`src/rtl/instr_fetch_unit_pkg.sv`:
```
// Shared ISA constants and PC-target helpers for the PIC16F fetch path.
package instr_fetch_unit_pkg;

    localparam logic [13:0] ISA_NOP      = 14'h0000;
    localparam logic [12:0] RESET_VECTOR = 13'h0000;

    // goto/call literal field and the PCLATH bits that extend it
    localparam int K_MSB     = 10;
    localparam int K_LSB     = 0;
    localparam int PCLATH_HI = 4;
    localparam int PCLATH_LO = 3;

    typedef enum logic [2:0] {
        PC_HOLD,
        PC_INCR,
        PC_PCL,
        PC_RET,
        PC_JUMP
    } pc_src_e;

    function automatic logic [12:0] goto_target(input logic [4:0] pclath, input logic [13:0] ir);
        return {pclath[PCLATH_HI:PCLATH_LO], ir[K_MSB:K_LSB]};
    endfunction

    function automatic logic [12:0] pcl_target(input logic [4:0] pclath, input logic [7:0] data);
        return {pclath, data};
    endfunction

endpackage

```
`src/rtl/instr_fetch_unit_hw_return_stack.sv`:
```
// Circular hardware return stack with saturating occupancy count and sticky
// overflow/underflow flags. Contents are not reset; only pointer and count are.
module hw_return_stack #(
    parameter int STACK_DEPTH = 8,
    parameter int DATA_W      = 13
) (
    input  logic              clk,
    input  logic              rst,
    input  logic              push,
    input  logic              pop,
    input  logic [DATA_W-1:0] push_data,
    output logic [DATA_W-1:0] top_data,
    output logic              ovf,
    output logic              unf
);
    localparam int PTR_W = $clog2(STACK_DEPTH);
    localparam logic [PTR_W-1:0] PTR_ONE = PTR_W'(1);
    localparam logic [PTR_W:0]   CNT_FULL = (PTR_W + 1)'(STACK_DEPTH);
    localparam logic [PTR_W:0]   CNT_ONE  = (PTR_W + 1)'(1);

    logic [DATA_W-1:0] mem_q [STACK_DEPTH];
    logic [PTR_W-1:0]  ptr_q;
    logic [PTR_W:0]    cnt_q;
    logic              ovf_q, unf_q;

    // ptr_q points at the next free slot; the top is the slot below it
    assign top_data = mem_q[ptr_q - PTR_ONE];
    assign ovf      = ovf_q;
    assign unf      = unf_q;

    always_ff @(posedge clk) begin
        if (!rst && push)
            mem_q[ptr_q] <= push_data;
    end

    always_ff @(posedge clk) begin
        if (rst) begin
            ptr_q <= '0;
            cnt_q <= '0;
            ovf_q <= 1'b0;
            unf_q <= 1'b0;
        end else if (push) begin
            ptr_q <= ptr_q + PTR_ONE;
            if (cnt_q == CNT_FULL) ovf_q <= 1'b1;
            else                   cnt_q <= cnt_q + CNT_ONE;
        end else if (pop) begin
            ptr_q <= ptr_q - PTR_ONE;
            if (cnt_q == '0) unf_q <= 1'b1;
            else             cnt_q <= cnt_q - CNT_ONE;
        end
    end

endmodule

```
`src/rtl/instr_fetch_unit.sv`:
```
// PIC16F program counter, instruction register and return-stack front end;
// responds to the decoder's fetch-control strobes.
module instr_fetch_unit
    import instr_fetch_unit_pkg::*;
#(
    parameter int PC_W        = 13,
    parameter int STACK_DEPTH = 8
) (
    input  logic            clk,
    input  logic            rst,
    input  logic            instr_rd_en,
    input  logic            instr_flush,
    input  logic            pc_incr_en,
    input  logic            pc_j_en,
    input  logic            call_en,
    input  logic            ret_en,
    input  logic            pcl_wr_en,
    input  logic [7:0]      pcl_wr_data,
    input  logic [4:0]      pclath,
    input  logic [13:0]     prog_data,
    output logic [PC_W-1:0] prog_addr,
    output logic [13:0]     instr_current,
    output logic [7:0]      pcl,
    output logic            stack_ovf,
    output logic            stack_unf
);
    logic [PC_W-1:0] pc_q, pc_d;
    logic [13:0]     ir_q, ir_d;
    logic [PC_W-1:0] stk_top;
    pc_src_e         pc_src;
    logic            do_pop;

    hw_return_stack #(
        .STACK_DEPTH (STACK_DEPTH),
        .DATA_W      (PC_W)
    ) u_stack (
        .clk       (clk),
        .rst       (rst),
        .push      (call_en),
        .pop       (do_pop),
        .push_data (pc_q),
        .top_data  (stk_top),
        .ovf       (stack_ovf),
        .unf       (stack_unf)
    );

    // Only pop when the return actually wins the PC mux
    assign do_pop = (pc_src == PC_RET);

    always_comb begin
        pc_src = PC_HOLD;
        if (pc_j_en || call_en)            pc_src = PC_JUMP;
        else if (ret_en)                   pc_src = PC_RET;
        else if (pcl_wr_en)                pc_src = PC_PCL;
        else if (pc_incr_en || instr_rd_en) pc_src = PC_INCR;
    end

    always_comb begin
        pc_d = pc_q;
        unique case (pc_src)
            PC_JUMP: pc_d = PC_W'(goto_target(pclath, ir_q));
            PC_RET:  pc_d = stk_top;
            PC_PCL:  pc_d = PC_W'(pcl_target(pclath, pcl_wr_data));
            PC_INCR: pc_d = pc_q + PC_W'(1);
            default: pc_d = pc_q;
        endcase
    end

    always_comb begin
        ir_d = ir_q;
        if (instr_flush)      ir_d = ISA_NOP;
        else if (instr_rd_en) ir_d = prog_data;
    end

    always_ff @(posedge clk) begin
        if (rst) begin
            pc_q <= PC_W'(RESET_VECTOR);
            ir_q <= ISA_NOP;
        end else begin
            pc_q <= pc_d;
            ir_q <= ir_d;
        end
    end

    assign prog_addr     = pc_q;
    assign instr_current = ir_q;
    assign pcl           = pc_q[7:0];

endmodule

```
`config.mk`:
```
export PLATFORM = sky130hd
export DESIGN_NAME = instr_fetch_unit
export DESIGN_NICKNAME = d
export VERILOG_FILES = /design/src/rtl/instr_fetch_unit_pkg.sv /design/src/rtl/instr_fetch_unit_hw_return_stack.sv /design/src/rtl/instr_fetch_unit.sv
export SDC_FILE = /design/constraint.sdc
export NUM_CORES = 1
export LEC_CHECK = 0
export BUFFER_PORTS_ARGS = -buffer_cell sky130_fd_sc_hd__buf_4
export CORE_ASPECT_RATIO = 0.8
export CORE_MARGIN = 2
export CORE_UTILIZATION = 55
export DETAILED_ROUTE_END_ITERATION = 10
export PLACE_DENSITY = 0.84
export SLEW_MARGIN = 25
export SYNTH_ARGS = -nofsm -noshare
export SYNTH_HDL_FRONTEND = slang
export SYNTH_SLANG_ARGS = --single-unit
```
`constraint.sdc`:
```
create_clock -name clk -period 3.7 [get_ports clk]
set_input_delay 0.185 -clock clk [delete_from_list [all_inputs] [get_ports clk]]
set_output_delay 0.185 -clock clk [all_outputs]
set_load 0.02 [all_outputs]
```
==> flow_summary.yaml <==
sta:
  setup_viol: 0
  rsz0062_at_grt: "false"
  finalHoldViolations: 0
  setup-tns-final_ps: 0
  final_period_minus_worst_setup_slack_ps: 2600
  tightest_slew_ps: 859
  setup_ws_ps: 1100
  final.period_utilization_pct: 70.2
  timing.clock.skew_ps: 15.0
  maxSlewHeadroom_pct: 42.5
  timing.final.max_slew_violations: 0
  maxClockFrequency_mhz: 385
clocking:
  cts.root.buffer_cell: "sky130_fd_sc_hd__clkbuf_16"
  h-tree-depth: 4
  clkSlewWorstSetupHoldPaths_ps: 70
  clkLatencyLatePin_ps: 430
  cts_tree: "yes"
  clock_path_buffers: 2
  cts_inserted_buffers: 17
  numClockSinks: 140
routing:
  drt.antenna.violating_nets: 0
  post_drt_via_cell_ratio: 6.22
  wire_per_inst_um: 23.3
  detailedRoute.firstIterationViolations: 489
  drc: 0
  drt_pre_antenna_iters: 5
  route.vias.total: 4022
  wirelength_um: 15100
pwr:
  power.combinational.fraction_pct: 12.0
  power_per_cell_area_nw_per_um2: 573
  seq_power_share_pct: 42.6
  pwr-share-clk_pct: 45.4
  switching_share_of_power_pct: 24.2
  net-switching-power_mw: 1.03
  p_int_mw: 3.21
  leakage_nw: 2.75
  ir_drop_uv: 382
floorplanning:
  num_rows: 33
  initial_utilization_pct: 57.4
  fp.dieW_um: 120
  top_level_i_o_count: 73
  die_height_um: 97.2
  fp.dieArea_um2: 11700
  floorplan_core_area_um2: 10400
place:
  routability_driven_placement_congestion_ratio: 0.910
  place.port_buffers: 72
  hpwl_um: 8940
  detailedPlace.worstSlack_ps: 1140
logic_synthesis:
  ys_top_cells_by_count: "sky130_fd_sc_hd__edfxtp_1, sky130_fd_sc_hd__nor2_1, sky130_fd_sc_hd__nand2_1"
  syn-cell-area_um2: 5970
  post_synth_main_area_contributors: "sky130_fd_sc_hd__edfxtp_1, sky130_fd_sc_hd__dfxtp_1, sky130_fd_sc_hd__mux4_2, sky130_fd_sc_hd__nor2_1, sky130_fd_sc_hd__mux2i_1"
  mappedNetlistNets: 454
  ys_seq_area_share_pct: 64.4
  yosys_warnings: 0
  synth_top_area_cell: "sky130_fd_sc_hd__edfxtp_1"
  synth_top_flop_cell: "sky130_fd_sc_hd__edfxtp_1"
  mean_instance_size_in_the_synthesized_netlist_um2: 14.5
  synth_top_area_share_pct: 52.3
  synth_seq_cells: 140
  asyncSetResetFlopFracSynth_pct: 0
  post_syn_instances: 412
  post_synth_num_cell_types: 49
  yosysMostFrequentCell: "sky130_fd_sc_hd__edfxtp_1"
  synth_edf_count: 104
critical_path:
  critPathArrivalTime_ps: 2910
  cp.buffers_inverters: 1
  path_cells: "inv_1, ha_1, xor2_4, mux4_2, a221o_1, a31oi_1, a2111oi_2"
  stages_on_the_worst_setup_path: 7
  worst_ep_required_time_ps: 4010
  startpoint_type: "flip-flop"
  cpPeakStageDelay_ps: 590
  critical_path.slowest_cell: "sky130_fd_sc_hd__mux4_2"
  crit_fanout: 15
  ff2ff_path_depth: 7
  cpLargestDelayFamily: "compound AO/OA/AOI/OAI gates"
  timing_worst_setup_path_type: "reg -> reg"
  cp-end-kind: "flip-flop"
global_routing:
  globalRouteTotalUtil_pct: 27.5
  number_of_global_route_vias_before_repair: 4055
  grt_remaining_overflow: 0
  global_route_wire_length_before_repair_um: 23400
  pin_count_of_the_biggest_net_entering_global_routing: 31
  antenna_violations_before_repair: 0
worst_hold_path:
  min-delay-path-class: "in -> reg"
  timing.hold.worst_path_depth: 3
flow_run:
  maxCapViolCount: 0
layout:
  flow.area_growth_from_synthesis_pct: 23.8
  layout.nets: 536
  fillers: 642
  layout-drive-gt1-share_pct: 30.6
  n_antenna_cell: 0
status:
  run_status: "complete, no violations"
[per-stage QoR]
step                      area [µm²]  cells  util (%)  hold WS (ps)  power, mW
after floorplan                 5970    412         -           265       2.17
after global placement          6630    607      63.7           420       2.30
after detailed placement        6630    607      63.7           429       2.32
after CTS                       7380    647      70.9          2.72       4.24
after global routing            7390    647      71.0          26.1       4.36
final                           7390    647      71.0          7.31       4.23
[path summary, 6_finish.rpt]
path,slack (ps),startpoint,endpoint
worst min register to register,450,u_stack.ovf,u_stack.ovf
worst max register to register,1100,u_stack.ptr_q[1],prog_addr[10]
worst max-delay path,1100,u_stack.ptr_q[1],prog_addr[10]
worst min-delay path,7,prog_data[11],instr_current[11]
[layout make-up]
cell class / count / area (µm²) / area share (%)
timing repair buffer: 92 / 711 / 9.62
clock inverter: 14 / 229 / 3.10
tap: 140 / 175 / 2.37
multi-input combinational: 238 / 1970 / 26.7
clock buffer: 18 / 439 / 5.94
inverter: 5 / 18.8 / 0.254
sequential: 140 / 3840 / 52.0
[worst reg2reg max path: cells and delay by family (launching register included)]
family / cells / cell delay [ps]
AOI/OAI and AO/OA: 3 / 650
xor gates and xnor gates: 1 / 510
muxes: 1 / 590
DFF: 1 / 380
adders and majority gates: 1 / 290
buffers and inverters: 1 / 80
[state kept, by name, summed over array words and instances, names as in the netlist]
register       cells
u_stack.ovf        1
instr_current     14
u_stack.unf        1
u_stack.mem_q    104
prog_addr         13
u_stack.ptr_q      3
u_stack.cnt_q      4
[routing by layer]
metal,vias to the layer above,wire length (µm),GRT usage (%)
met5,-,0,0
met4,0,542,13.2
met3,60,1580,7.34
met2,281,7180,43.5
met1,1941,5770,35.6
li1,1740,-,-
[power groups by stage]
stage	clock, mW	combinational, mW	sequential, mW
detailed placement	0	0.488	1.83
floorplan	0	0.334	1.83
global placement	0	0.471	1.83
CTS	1.93	0.502	1.80
global route	2.00	0.545	1.81
finish	1.92	0.508	1.80
[placed cells by master, fill, tap and decap left out, types with 3 or more instances in the layout]
cell type                         n
sky130_fd_sc_hd__a21oi_1         11
sky130_fd_sc_hd__a221o_1          5
sky130_fd_sc_hd__a221oi_1         9
sky130_fd_sc_hd__a31oi_1          3
sky130_fd_sc_hd__buf_4           84
sky130_fd_sc_hd__bufinv_16        5
sky130_fd_sc_hd__clkbuf_16       17
sky130_fd_sc_hd__dfxtp_1         35
sky130_fd_sc_hd__dlygate4sd3_1    8
sky130_fd_sc_hd__edfxtp_1       104
sky130_fd_sc_hd__ha_1             5
sky130_fd_sc_hd__inv_1            5
sky130_fd_sc_hd__inv_6            6
sky130_fd_sc_hd__mux2i_1         17
sky130_fd_sc_hd__mux4_2          24
sky130_fd_sc_hd__nand2_1         37
sky130_fd_sc_hd__nand3_1         10
sky130_fd_sc_hd__nand4_1          3
sky130_fd_sc_hd__nor2_1          48
sky130_fd_sc_hd__nor3_1           7
sky130_fd_sc_hd__o21ai_0          4
sky130_fd_sc_hd__or3_1            3
sky130_fd_sc_hd__xnor2_1         11
sky130_fd_sc_hd__xor2_1           4
[kinds of logic after synthesis]
family                     count (synthesis)  share of synthesized area, %
AOI/OAI and AO/OA                         44                          5.60
xor gates and xnor gates                  17                          2.81
adders and majority gates                  6                          1.38
buffers and inverters                     34                          3.17
DFF                                      140                          64.4
muxes                                     43                          12.8
and+or+nand+nor                          128                          9.85
[repair_timing]
item | in CTS | in global routing
hold buffers | 8 | 0
resized for setup | 0 | 0
setup buffers | 0 | 0
endpoints found under the hold margin | 8 | 0
No activity file was read; power rests on OpenSTA's default activity.
